--- config.mk ---
export PLATFORM = sky130hd
export DESIGN_NAME = bcd_display_scanner_flat
export DESIGN_NICKNAME = d
export VERILOG_FILES = /design/src/rtl/bcd_display_scanner_pkg.sv /design/src/rtl/bcd_display_scanner_if.sv /design/src/rtl/bcd_display_scanner_bcd_to_seg.sv /design/src/rtl/bcd_display_scanner.sv /design/src/flat_wrapper.sv
export SDC_FILE = /design/constraint.sdc
export NUM_CORES = 1
export LEC_CHECK = 0
export CORE_MARGIN = 4
export CORE_UTILIZATION = 40
export CTS_BUF_LIST = sky130_fd_sc_hd__clkbuf_4 sky130_fd_sc_hd__clkbuf_8 sky130_fd_sc_hd__clkbuf_16
export DETAILED_ROUTE_END_ITERATION = 7
export PLACE_DENSITY = 0.63
export SLEW_MARGIN = 20
export SYNTH_ARGS = -nofsm -noshare
export SYNTH_HDL_FRONTEND = slang
export SYNTH_SLANG_ARGS = --single-unit
--- constraint.sdc ---
create_clock -name clk -period 3.15 [get_ports clk]
set_clock_uncertainty 0.1 [all_clocks]
set_input_delay 0.4725 -clock clk [delete_from_list [all_inputs] [get_ports clk]]
set_output_delay 0.4725 -clock clk [all_outputs]
set_load 0.02 [all_outputs]
--- src/rtl/bcd_display_scanner_pkg.sv ---
// Shared constants for the BCD display scanner: position count and
// active-low segment patterns ({g,f,e,d,c,b,a}).
package bcd_display_scanner_pkg;

   localparam int NUM_POS  = 6;
   localparam int SIGN_POS = NUM_POS - 1;

   localparam logic [6:0] SEG_DARK  = 7'b1111111;
   localparam logic [6:0] SEG_MINUS = 7'b0111111;
   localparam logic [6:0] SEG_E     = 7'b0000110;

   localparam logic [6:0] SEG_0 = 7'b1000000;
   localparam logic [6:0] SEG_1 = 7'b1111001;
   localparam logic [6:0] SEG_2 = 7'b0100100;
   localparam logic [6:0] SEG_3 = 7'b0110000;
   localparam logic [6:0] SEG_4 = 7'b0011001;
   localparam logic [6:0] SEG_5 = 7'b0010010;
   localparam logic [6:0] SEG_6 = 7'b0000010;
   localparam logic [6:0] SEG_7 = 7'b1111000;
   localparam logic [6:0] SEG_8 = 7'b0000000;
   localparam logic [6:0] SEG_9 = 7'b0010000;

endpackage

--- src/rtl/bcd_display_scanner_if.sv ---
// Value/strobe inputs and multiplexed display drive of the scanner.
interface bcd_display_scanner_if;
   import bcd_display_scanner_pkg::*;

   logic [19:0]        bcd_in;
   logic               neg_in;
   logic               load;
   logic               blank;
   logic [NUM_POS-1:0] an;
   logic [6:0]         seg;

   modport master (output bcd_in, neg_in, load, blank, input an, seg);
   modport slave  (input bcd_in, neg_in, load, blank, output an, seg);

endinterface

--- src/rtl/bcd_display_scanner_bcd_to_seg.sv ---
// One BCD digit to active-low seven-segment pattern; digits above 9 show 'E'.
module bcd_to_seg
   import bcd_display_scanner_pkg::*;
(
   input  logic [3:0] digit,
   input  logic       dark,
   output logic [6:0] seg
);

   always_comb begin
      seg = SEG_DARK;
      if (!dark) begin
         case (digit)
            4'd0:    seg = SEG_0;
            4'd1:    seg = SEG_1;
            4'd2:    seg = SEG_2;
            4'd3:    seg = SEG_3;
            4'd4:    seg = SEG_4;
            4'd5:    seg = SEG_5;
            4'd6:    seg = SEG_6;
            4'd7:    seg = SEG_7;
            4'd8:    seg = SEG_8;
            4'd9:    seg = SEG_9;
            default: seg = SEG_E;
         endcase
      end
   end

endmodule

--- src/rtl/bcd_display_scanner.sv ---
// Six-position common-anode scanner: snapshots five BCD digits plus sign,
// blanks leading zeros and inserts an all-off guard cycle before each move.
module bcd_display_scanner
   import bcd_display_scanner_pkg::*;
#(
   parameter int PRESCALE = 50000,
   parameter int CNT_W    = 16
) (
   input  logic                 clk,
   input  logic                 reset,
   bcd_display_scanner_if.slave disp
);

   localparam logic [CNT_W-1:0] RELOAD   = CNT_W'(PRESCALE - 1);
   localparam bit               GUARD_EN = (PRESCALE >= 2);

   logic [19:0]        snap;
   logic               snap_neg;
   logic [CNT_W-1:0]   remain;
   logic [2:0]         idx;
   logic [NUM_POS-1:0] an_q;
   logic [6:0]         seg_q;

   logic               tc;
   logic [4:0]         nz;
   logic [3:0]         digit;
   logic               digit_dark;
   logic [6:0]         digit_seg;
   logic [NUM_POS-1:0] an_next;
   logic [6:0]         seg_next;

   // remain counts cycles left at the current position; tc is its last cycle
   assign tc = (remain == '0);

   // nz[k]: some snapshot digit at position k or above is non-zero
   always_comb begin
      nz    = '0;
      nz[4] = (snap[19:16] != 4'd0);
      nz[3] = nz[4] | (snap[15:12] != 4'd0);
      nz[2] = nz[3] | (snap[11:8]  != 4'd0);
      nz[1] = nz[2] | (snap[7:4]   != 4'd0);
      nz[0] = nz[1] | (snap[3:0]   != 4'd0);
   end

   always_comb begin
      digit      = 4'd0;
      digit_dark = 1'b1;
      case (idx)
         3'd0: begin digit = snap[3:0];   digit_dark = 1'b0;   end
         3'd1: begin digit = snap[7:4];   digit_dark = ~nz[1]; end
         3'd2: begin digit = snap[11:8];  digit_dark = ~nz[2]; end
         3'd3: begin digit = snap[15:12]; digit_dark = ~nz[3]; end
         3'd4: begin digit = snap[19:16]; digit_dark = ~nz[4]; end
         default: ;
      endcase
   end

   bcd_to_seg u_bcd_to_seg (
      .digit (digit),
      .dark  (digit_dark),
      .seg   (digit_seg)
   );

   // Out-of-range idx shifts the one-cold pattern off the end, leaving all anodes off
   always_comb begin
      an_next  = ~(NUM_POS'(1) << idx);
      seg_next = digit_seg;
      if (idx == 3'(SIGN_POS))
         seg_next = (snap_neg && nz[0]) ? SEG_MINUS : SEG_DARK;
      if (disp.blank || (GUARD_EN && tc)) begin
         an_next  = '1;
         seg_next = SEG_DARK;
      end
   end

   always_ff @(posedge clk or negedge reset) begin
      if (!reset) begin
         snap     <= '0;
         snap_neg <= 1'b0;
         remain   <= RELOAD;
         idx      <= '0;
         an_q     <= '1;
         seg_q    <= SEG_DARK;
      end else begin
         if (disp.load) begin
            snap     <= disp.bcd_in;
            snap_neg <= disp.neg_in;
         end
         remain <= tc ? RELOAD : remain - CNT_W'(1);
         if (idx > 3'(SIGN_POS))
            idx <= '0;
         else if (tc)
            idx <= (idx == 3'(SIGN_POS)) ? 3'd0 : idx + 3'd1;
         an_q  <= an_next;
         seg_q <= seg_next;
      end
   end

   assign disp.an  = an_q;
   assign disp.seg = seg_q;

endmodule

--- src/flat_wrapper.sv ---
// flat-port wrapper written by rule: the top's interface ports become plain ports
module bcd_display_scanner_flat import bcd_display_scanner_pkg::*;
#(
   parameter int PRESCALE = 50000,
   parameter int CNT_W    = 16
)
  (clk, reset, disp_bcd_in, disp_neg_in, disp_load, disp_blank, disp_an, disp_seg);
  bcd_display_scanner_if disp_i ();
  input  logic clk;
  input  logic reset;
  input wire logic [$bits(disp_i.bcd_in)-1:0] disp_bcd_in;
  input wire logic [$bits(disp_i.neg_in)-1:0] disp_neg_in;
  input wire logic [$bits(disp_i.load)-1:0] disp_load;
  input wire logic [$bits(disp_i.blank)-1:0] disp_blank;
  output wire logic [$bits(disp_i.an)-1:0] disp_an;
  output wire logic [$bits(disp_i.seg)-1:0] disp_seg;
  assign disp_i.bcd_in = disp_bcd_in;
  assign disp_i.neg_in = disp_neg_in;
  assign disp_i.load = disp_load;
  assign disp_i.blank = disp_blank;
  assign disp_an = disp_i.an;
  assign disp_seg = disp_i.seg;
  bcd_display_scanner #(.PRESCALE(PRESCALE), .CNT_W(CNT_W)) u_core (.clk(clk), .reset(reset), .disp(disp_i));
endmodule
# After elaboration in Yosys (flattened, before gate mapping)
# Memory sizes are Yosys's and may differ from the RTL's.
# Index checks and enable logic that the tools add are counted.
# totals
ff_bits	53
rom_bits	112
inputBits	25
out_inout_bits	13
wordCells	46
n_memories	1
# mem_list
name	words	word_bits	read_ports	rd_clocked_by_memory_dff	write_ports	line	source
(name not given)	16	7	1	0	0	bcd_display_scanner_bcd_to_seg.sv:13	case (digit)
# classes
n_addsub	2
magnitude_cmp	1
n_eq_ne	5
n_shift	1
muxes	11
n_bitwise	9
reduce_logical	10
# op_table
cell	n
2-to-1 mux 7 bit	4
case mux 4 bit (5 select lines)	1
nonzero test 4 bit	5
zero test 16 bit	1
2-to-1 mux 16 bit	1
subtractor 16 x 1 -> 16 bit (second input constant)	1
2-to-1 mux 3 bit	3
equality test 3 x 2 -> 1 bit (second input constant)	2
equality test 3 bit (second input constant)	2
2-to-1 mux 6 bit	1
NOT 6 bit	1
left shift 1 x 3 -> 6 bit (first input constant)	1
case mux 1 bit (5 select lines)	1
NOT 1 bit	4
bitwise OR 1 bit	4
adder 3 x 1 -> 3 bit (second input constant)	1
equality test 3 x 1 -> 1 bit (second input constant)	1
> comparator 3 bit (second input constant)	1
zero test 3 bit	1
nonzero test 2 bit	1
logical AND 1 bit	1
logical OR 1 bit	1

# Depth between registers and ports, before layout
# Gate-level depths: netlist of run 1.
# logic_depth
ltp_word	9
mapped_depth	11

# Cells and area by module
# Synthesis of run 1 repeated with hierarchy kept, for this count alone.
# hier_totals
cells_unflattened	252
hier_area_um2	2756.4
# modules_own_cells
mod	instances	cells_each	area_per_inst_um2
bcd_display_scanner	1	220	2532.4
bcd_to_seg	1	32	224.0

# Worst setup path after synthesis of run 1
# No wires, ideal clock.
# synth_path
path_type	reg-to-reg
start	reg u_core.idx[1]
end	reg u_core.seg_q[3], in the netlist u_core.disp.seg[3]
setup_ns	0.091
t_arrival_ns	2.096
required_time_ns	2.959
slack_ns	0.864
stages_incl_launch_ff	11
path_buffers	2
synth_period_minus_slack_ns	2.286
cell_sequence	dfrtp_1 clkbuf_1 buf_2 and2_1 ha_1 a22oi_1 o31ai_1 inv_1 ha_1 and2_1 o31ai_1
# synth_via
elab_chain_cells	6
# synth_lines
element	line	source
from (decl)	bcd_display_scanner.sv:20	logic [2:0] idx;
from (signal assigned)	bcd_display_scanner.sv:93	idx <= (idx == 3'(SIGN_POS)) ? 3'd0 : idx + 3'd1;
equality test 3 bit (tied with other cells)	bcd_display_scanner.sv:48	case (idx)
case mux 4 bit (5 select lines)	bcd_display_scanner.sv:48	
memory (16 x 7 bit)	n/a	
2-to-1 mux 7 bit	bcd_display_scanner_bcd_to_seg.sv:12	if (!dark) begin
2-to-1 mux 7 bit (*)	bcd_display_scanner.sv:68	if (idx == 3'(SIGN_POS))
2-to-1 mux 7 bit (*)	bcd_display_scanner.sv:70	if (disp.blank || (GUARD_EN && tc)) begin
via u_core.seg_next[3]	bcd_display_scanner.sv:30	logic [6:0] seg_next;
to (signal assigned)	bcd_display_scanner.sv:95	seg_q <= seg_next;
to (decl)	bcd_display_scanner.sv:22	logic [6:0] seg_q;
# The timed path passes the listed nets; every way through them passes the cells marked *.
# A chain may end at the register's enable or synchronous reset.

# Worst setup path in the final report of run 1
# Ends and elaborated chain as after synthesis.

==> run_results.csv, run 1 <==
group,metric,value,unit
outcome,status,"finished clean",
pwr,ir_drop,0.207,mV
timing,relSlewSlack,53.9,%
grt,grt_pass1_vias,1761,
grt,antenna_found_initial,0,
timing,drv_slew,0,
route,routed_wl,5070,um
logic_synthesis,async_reset_ff_share,100,%
cts,cts_hold_buf,0,
floorplanning,dieWidth,89.4,um
pwr,p_seq_share,57.5,%
pwr,internal-power,0.000986,W
pwr,p_leak,1.26,nW
pwr,power.switching,0.000321,W
cts,post_cts_buffers,0,
logic_synthesis,seq_area_frac_synth,51.1,%
cts,worstSkewPairLatency,0.31,ns
grt,track_usage,13.6,%
route,via_per_inst,5.32,
floorplanning,rows,29,
final_layout,multi_input_area,0.00123,mm^2
logic_synthesis,netlist_area,0.00265,mm^2
logic_synthesis,synth_edf_count,0,
final_layout,n_fill_cell,593,
final_layout,final_common_cell,"clkdlybuf4s50_1",
pwr,swShare,24.5,%
cts,cts_tree,"built",
final_layout,num_antenna_cells,0,
floorplanning,core,0.00639,mm^2
route,first_iter_violations,124,
final_layout,area_delta_synth_final,19.9,%
cts,cts-buffers-inserted,5,
pwr,comb_power_share,13.7,%
worst_setup_path,cpPeakStageDelay,0.68,ns
worst_setup_path,critical_path.max_fanout,17,
timing,final-setup-viol-count,0,
floorplanning,die_y,89.4,um
route,drt.antenna.violating_nets,0,
timing,fmaxAchievable,397,MHz
logic_synthesis,synthCells,227,
timing,tightestPinTransition,0.688,ns
cts,cts.clk_slew.worst_paths,0.10,ns
logic_synthesis,syn_avg_cell_area,11.7,um^2
worst_setup_path,required,3.26,ns
timing,timing.final.crit_share,79.9,%
pwr,clkPwrFrac,28.8,%
floorplanning,initial_core_util,41.5,%
grt,grt_pass1_wl,8400,um
floorplanning,die_area,0.00800,mm^2
grt,grt_max_degree,46,
timing,grt_setup_unrepaired,"false",
place,gp_congestion,0.862,
worst_setup_path,worstPathCellList,"and2_1, ha_1, a22oi_1, o31ai_1, inv_1, ha_1, and2_1, o31ai_1",
timing,fin_crit,2.52,ns
place,io_buffers,37,
logic_synthesis,synthesis.nets,260,
cts,postCtsResizedCells,0,
min_path,hp-class,"in -> async",
route,drt-wirelength-per-cell,14.8,um
pwr,powerDensity,411,mW/mm^2
worst_setup_path,critPathKind,"reg -> reg",
worst_setup_path,start_kind,"register",
cts,cts_max_path_buffers,2,
cts,cts_sinks,53,
logic_synthesis,synth_cell_type_count,49,
route,drt_pass1_iterations,4,
flow_run,max_cap_viol_count,0,
worst_setup_path,critPathSlowestCell,"dfrtp_1",
grt,grt.overflow.total,0,
final_layout,layout_common_cells,"36 x clkdlybuf4s50_1, 31 x dfrtp_1, 22 x dfstp_2",
final_layout,layout.nets,298,
cts,clock-root-buffer,"clkbuf_8",
logic_synthesis,synth_ff_type,"dfrtp_1",
route,drc_errors,0,
final_layout,drive_gt1_share,25.6,%
cts,cts_htree_levels,2,
logic_synthesis,ys_warn_count,0,
logic_synthesis,ys_ff_latch,53,
floorplanning,ios,38,
timing,fin_hold_ws,0.0554,ns
timing,hold_viol,0,
worst_setup_path,crit_arrival,2.63,ns
worst_setup_path,cp-end-kind,"register",
route,vias,1824,
timing,fin_setup_tns,0,ns
place,post-dp-hpwl,3760,um
final_layout,register_area,0.00135,mm^2
-- power groups by stage --
stage	clock (W)	sequential, W	combinational [W]
2_1_floorplan	0	0.000770	0.0000860
3_3_place_gp	0	0.000765	0.000178
3_5_place_dp	0	0.000765	0.000181
4_1_cts	0.000391	0.000752	0.000181
5_1_grt	0.000420	0.000758	0.000198
6_report	0.000376	0.000751	0.000179
-- cell usage after synthesis (3+ instances only) --
cell type | number | area [um^2]
dfrtp_1 | 31 | 776
dfstp_2 | 22 | 578
mux2_2 | 21 | 236
nor2_1 | 18 | 67.6
nand2_1 | 12 | 45.0
inv_1 | 9 | 33.8
ha_1 | 8 | 100
nand3_1 | 7 | 35.0
xnor2_1 | 7 | 61.3
mux2i_1 | 6 | 60.1
o21ai_1 | 6 | 30.0
a21oi_1 | 5 | 25.0
nor4_1 | 5 | 31.3
o31ai_1 | 5 | 37.5
a22oi_1 | 4 | 30.0
clkbuf_1 | 4 | 15.0
nand2b_1 | 4 | 25.0
nor2b_1 | 4 | 25.0
xor2_1 | 4 | 35.0
buf_2 | 3 | 15.0
nand3b_1 | 3 | 22.5
o211ai_1 | 3 | 22.5
o21a_1 | 3 | 22.5
-- stage by stage --
| step | worst slack [ns] | cells | instance area [um^2] | utilization (%) | power, W |
|---|---|---|---|---|---|
| after floorplan | 0.864 | 227 | 2650 | - | 0.000856 |
| after global placement | 0.804 | 335 | 3090 | 48.4 | 0.000943 |
| after detailed placement | 0.662 | 335 | 3090 | 48.4 | 0.000946 |
| after CTS | 0.627 | 343 | 3180 | 49.7 | 0.00132 |
| after global routing | 0.415 | 343 | 3180 | 49.8 | 0.00138 |
| final | 0.633 | 343 | 3180 | 49.8 | 0.00131 |
-- routing by layer --
layer  vias to the layer above  track usage [%]  share of wire [%]
li1                        887                -                  -
met4                         0             3.25               0.87
met3                         6             3.32                4.8
met5                         -                0                  0
met1                       889             19.3                 48
met2                        42             21.2                 46
-- layout make-up --
cell class                      count  share of cell area, %
Inverter                            9                   1.06
Sequential cell                    53                   42.6
Tap cell                           77                   3.03
Timing Repair Buffer               39                   12.0
Multi-Input combinational cell    157                   38.6
Clock inverter                      2                  0.315
Clock buffer                        6                   2.40
-- state kept, by name (all words and copies together), names as in the netlist --
register	count
u_core.snap	20
u_core.remain	16
u_core.disp.seg	7
u_core.disp.an	6
u_core.idx	3
u_core.snap_neg	1
-- cell families (layout without fill, tap and decap cells) --
family / Yosys count / after routing / synth area share (%)
adder cells (fa/ha/maj): 8 / 8 / 3.78
flip-flops: 53 / 53 / 51.1
AND/OR/NAND/NOR: 74 / 74 / 17.6
AO/OA/AOI/OAI: 37 / 37 / 10.0
XOR/XNOR: 11 / 11 / 3.63
buffers and inverters: 17 / 56 / 2.69
multiplexers: 27 / 27 / 11.2
-- worst max-delay path, delay by kind of cell, from the launching register on --
family,cells,cell delay (ns)
flip-flops,1,0.68
adder cells (fa/ha/maj),2,0.61
AO/OA/AOI/OAI,3,0.51
AND/OR/NAND/NOR,2,0.34
buffers and inverters,1,0.17
-- final timing paths --
check                                           startpoint                            to  slack [ns]  cells after the start
worst min register to register  u_core.remain[0]$_DFF_PN1_    u_core.remain[0]$_DFF_PN1_        0.37                      1
worst max register to register   u_core.idx[1]$_DFFE_PN0P_  u_core.disp.seg[3]$_DFF_PN1_        0.63                      8
min in group clk                u_core.remain[0]$_DFF_PN1_    u_core.remain[0]$_DFF_PN1_        0.37                      1
worst max-delay path             u_core.idx[1]$_DFFE_PN0P_  u_core.disp.seg[3]$_DFF_PN1_        0.63                      8
worst min-delay path                                 reset    u_core.remain[5]$_DFF_PN0_        0.06                      1
max in group asynchronous                            reset   u_core.disp.an[5]$_DFF_PN1_        2.25                      2
Power figures use the tool's default switching activity.
==> run 2: changes to the inputs <==
Clock period 3.15 ns to 2.6 ns, I/O delays scaled along.
==> run_results.csv, run 2 (same netlist as run 1, synthesis figures left out) <==
group,metric,value,unit
outcome,status,"finished clean",
worst_setup_path,r2r-start,"u_core.idx[0]$_DFFE_PN0P_",
timing,tightestPinTransition,0.923,ns
cts,cts.clk_slew.worst_paths,0.09,ns
route,routed_wl,5070,um
flow_run,max_cap_viol_count,0,
min_path,hp-class,"in -> async",
worst_setup_path,start_kind,"register",
worst_setup_path,r2r-end,"u_core.disp.seg[3]$_DFF_PN1_",
timing,timing.final.crit_share,88.7,%
final_layout,finalNonFillerCells,351,
grt,grt_pass1_wl,8480,um
route,drt.antenna.violating_nets,0,
route,drc_errors,0,
floorplanning,rows,29,
cts,cts-buffers-inserted,5,
pwr,p_leak,1.30,nW
cts,cts_htree_levels,2,
place,io_buffers,37,
grt,track_usage,13.9,%
place,gp_congestion,0.904,
grt,grt_pass1_vias,1736,
final_layout,final_util,50.8,%
place,dp.cells,343,
grt,antenna_found_initial,0,
route,drt-wirelength-per-cell,14.5,um
grt,grt_max_degree,43,
floorplanning,ios,38,
timing,drv_slew,0,
floorplanning,die_y,89.4,um
floorplanning,dieWidth,89.4,um
final_layout,drive_gt1_share,27.4,%
worst_setup_path,crit_arrival,2.42,ns
timing,relSlewSlack,38.5,%
pwr,powerDensity,494,mW/mm^2
grt,grt.overflow.total,0,
cts,cts_hold_buf,0,
cts,worstSkewPairLatency,0.31,ns
final_layout,max_flop_register,"u_core.snap",
cts,post_cts_buffers,0,
cts,cts_sinks,53,
final_layout,num_antenna_cells,0,
timing,fmaxAchievable,433,MHz
timing,grt_setup_unrepaired,"false",
cts,clock-root-buffer,"clkbuf_8",
worst_setup_path,critical_path.max_fanout,8,
worst_setup_path,required,2.71,ns
final_layout,area_delta_synth_final,22.3,%
floorplanning,initial_core_util,41.5,%
final_layout,final_common_cell,"clkdlybuf4s50_1",
route,drt_pass1_iterations,4,
timing,hold_viol,0,
worst_setup_path,regToRegSetupSlack,0.29,ns
route,via_per_inst,5.30,
timing,fin_crit,2.31,ns
floorplanning,core,0.00639,mm^2
final_layout,largest_reg_flops,20,
cts,cts_max_path_buffers,2,
timing,fin_setup_tns,0,ns
final_layout,layout_common_cells,"36 x clkdlybuf4s50_1, 31 x dfrtp_1, 22 x dfstp_2",
worst_setup_path,critPathKind,"reg -> reg",
worst_setup_path,ff2ff_path_depth,7,
route,first_iter_violations,90,
cts,cts_tree,"built",
timing,final-setup-viol-count,0,
route,vias,1862,
pwr,ir_drop,0.287,mV
final_layout,layout.nets,306,
place,post-dp-hpwl,3840,um
worst_setup_path,startpoint,"u_core.idx[0]$_DFFE_PN0P_",
cts,postCtsResizedCells,0,
worst_setup_path,cp-end-kind,"register",
floorplanning,die_area,0.00800,mm^2
## run 2: changes by cell type in the layout (fill, tap and decap cells not counted)
cell,previous run,this run
buf_4,3,10
clkbuf_4,1,0
buf_2,0,1
clkinv_1,0,1
clkinv_2,2,1
clkbuf_8,5,6
## run 2: final cells by class
cell class / instances / area (um^2)
Clock buffer: 6 / 82.6
Tap cell: 77 / 96.3
Fill cell: 596 / 3140
Inverter: 9 / 33.8
Multi-Input combinational cell: 157 / 1230
Clock inverter: 2 / 8.76
Sequential cell: 53 / 1350
Timing Repair Buffer: 47 / 440
## run 2: routing by layer
| metal | track usage [%] | part of all wire [%] |
|---|---|---|
| met1 | 19.5 | 49 |
| met3 | 3.69 | 5.1 |
| met5 | 0 | 0 |
| met4 | 3.65 | 1.1 |
| met2 | 21.2 | 45 |
## run 2: how the worst max path moves through the flow
stage	endpoint	slack, ns	cells after the start
final	u_core.disp.seg[3]$_DFF_PN1_	0.29	7
after global routing	u_core.disp.seg[3]$_DFF_PN1_	0.04	7
after CTS	u_core.disp.seg[3]$_DFF_PN1_	0.27	7
after detailed placement	u_core.disp.seg[3]$_DFF_PN1_	0.30	7
after global placement	u_core.disp.seg[3]$_DFF_PN1_	0.50	7
after floorplan	u_core.disp.seg[3]$_DFF_PN1_	0.31	10
## run 2: worst max-delay path, cell delays in order, from the launching register on
cell	delay (ns)
dfrtp_1	0.50
nor3b_1	0.52
a22oi_1	0.16
o31ai_1	0.14
inv_1	0.13
ha_1	0.30
and2_1	0.14
o31ai_1	0.22
## run 2: through the flow
stage / worst slack (ns) / instance area, um^2 / power, W / hold slack (ns)
finish: 0.293 / 3240 / 0.00160 / 0.119
global route: 0.0423 / 3240 / 0.00169 / 0.187
CTS: 0.275 / 3240 / 0.00163 / 0.150
detailed placement: 0.305 / 3150 / 0.00115 / 0.353
global placement: 0.497 / 3150 / 0.00115 / 0.347
floorplan: 0.314 / 2650 / 0.00104 / -0.00559
## run 2: report_power, final
part	switching, W	total, W	leakage [nW]	internal (W)
Combinational	0.0000982	0.000219	0.647	0.000121
Sequential	0.0000320	0.000911	0.606	0.000879
Clock	0.000258	0.000469	0.0486	0.000211
Total	0.000388	0.00160	1.30	0.00121
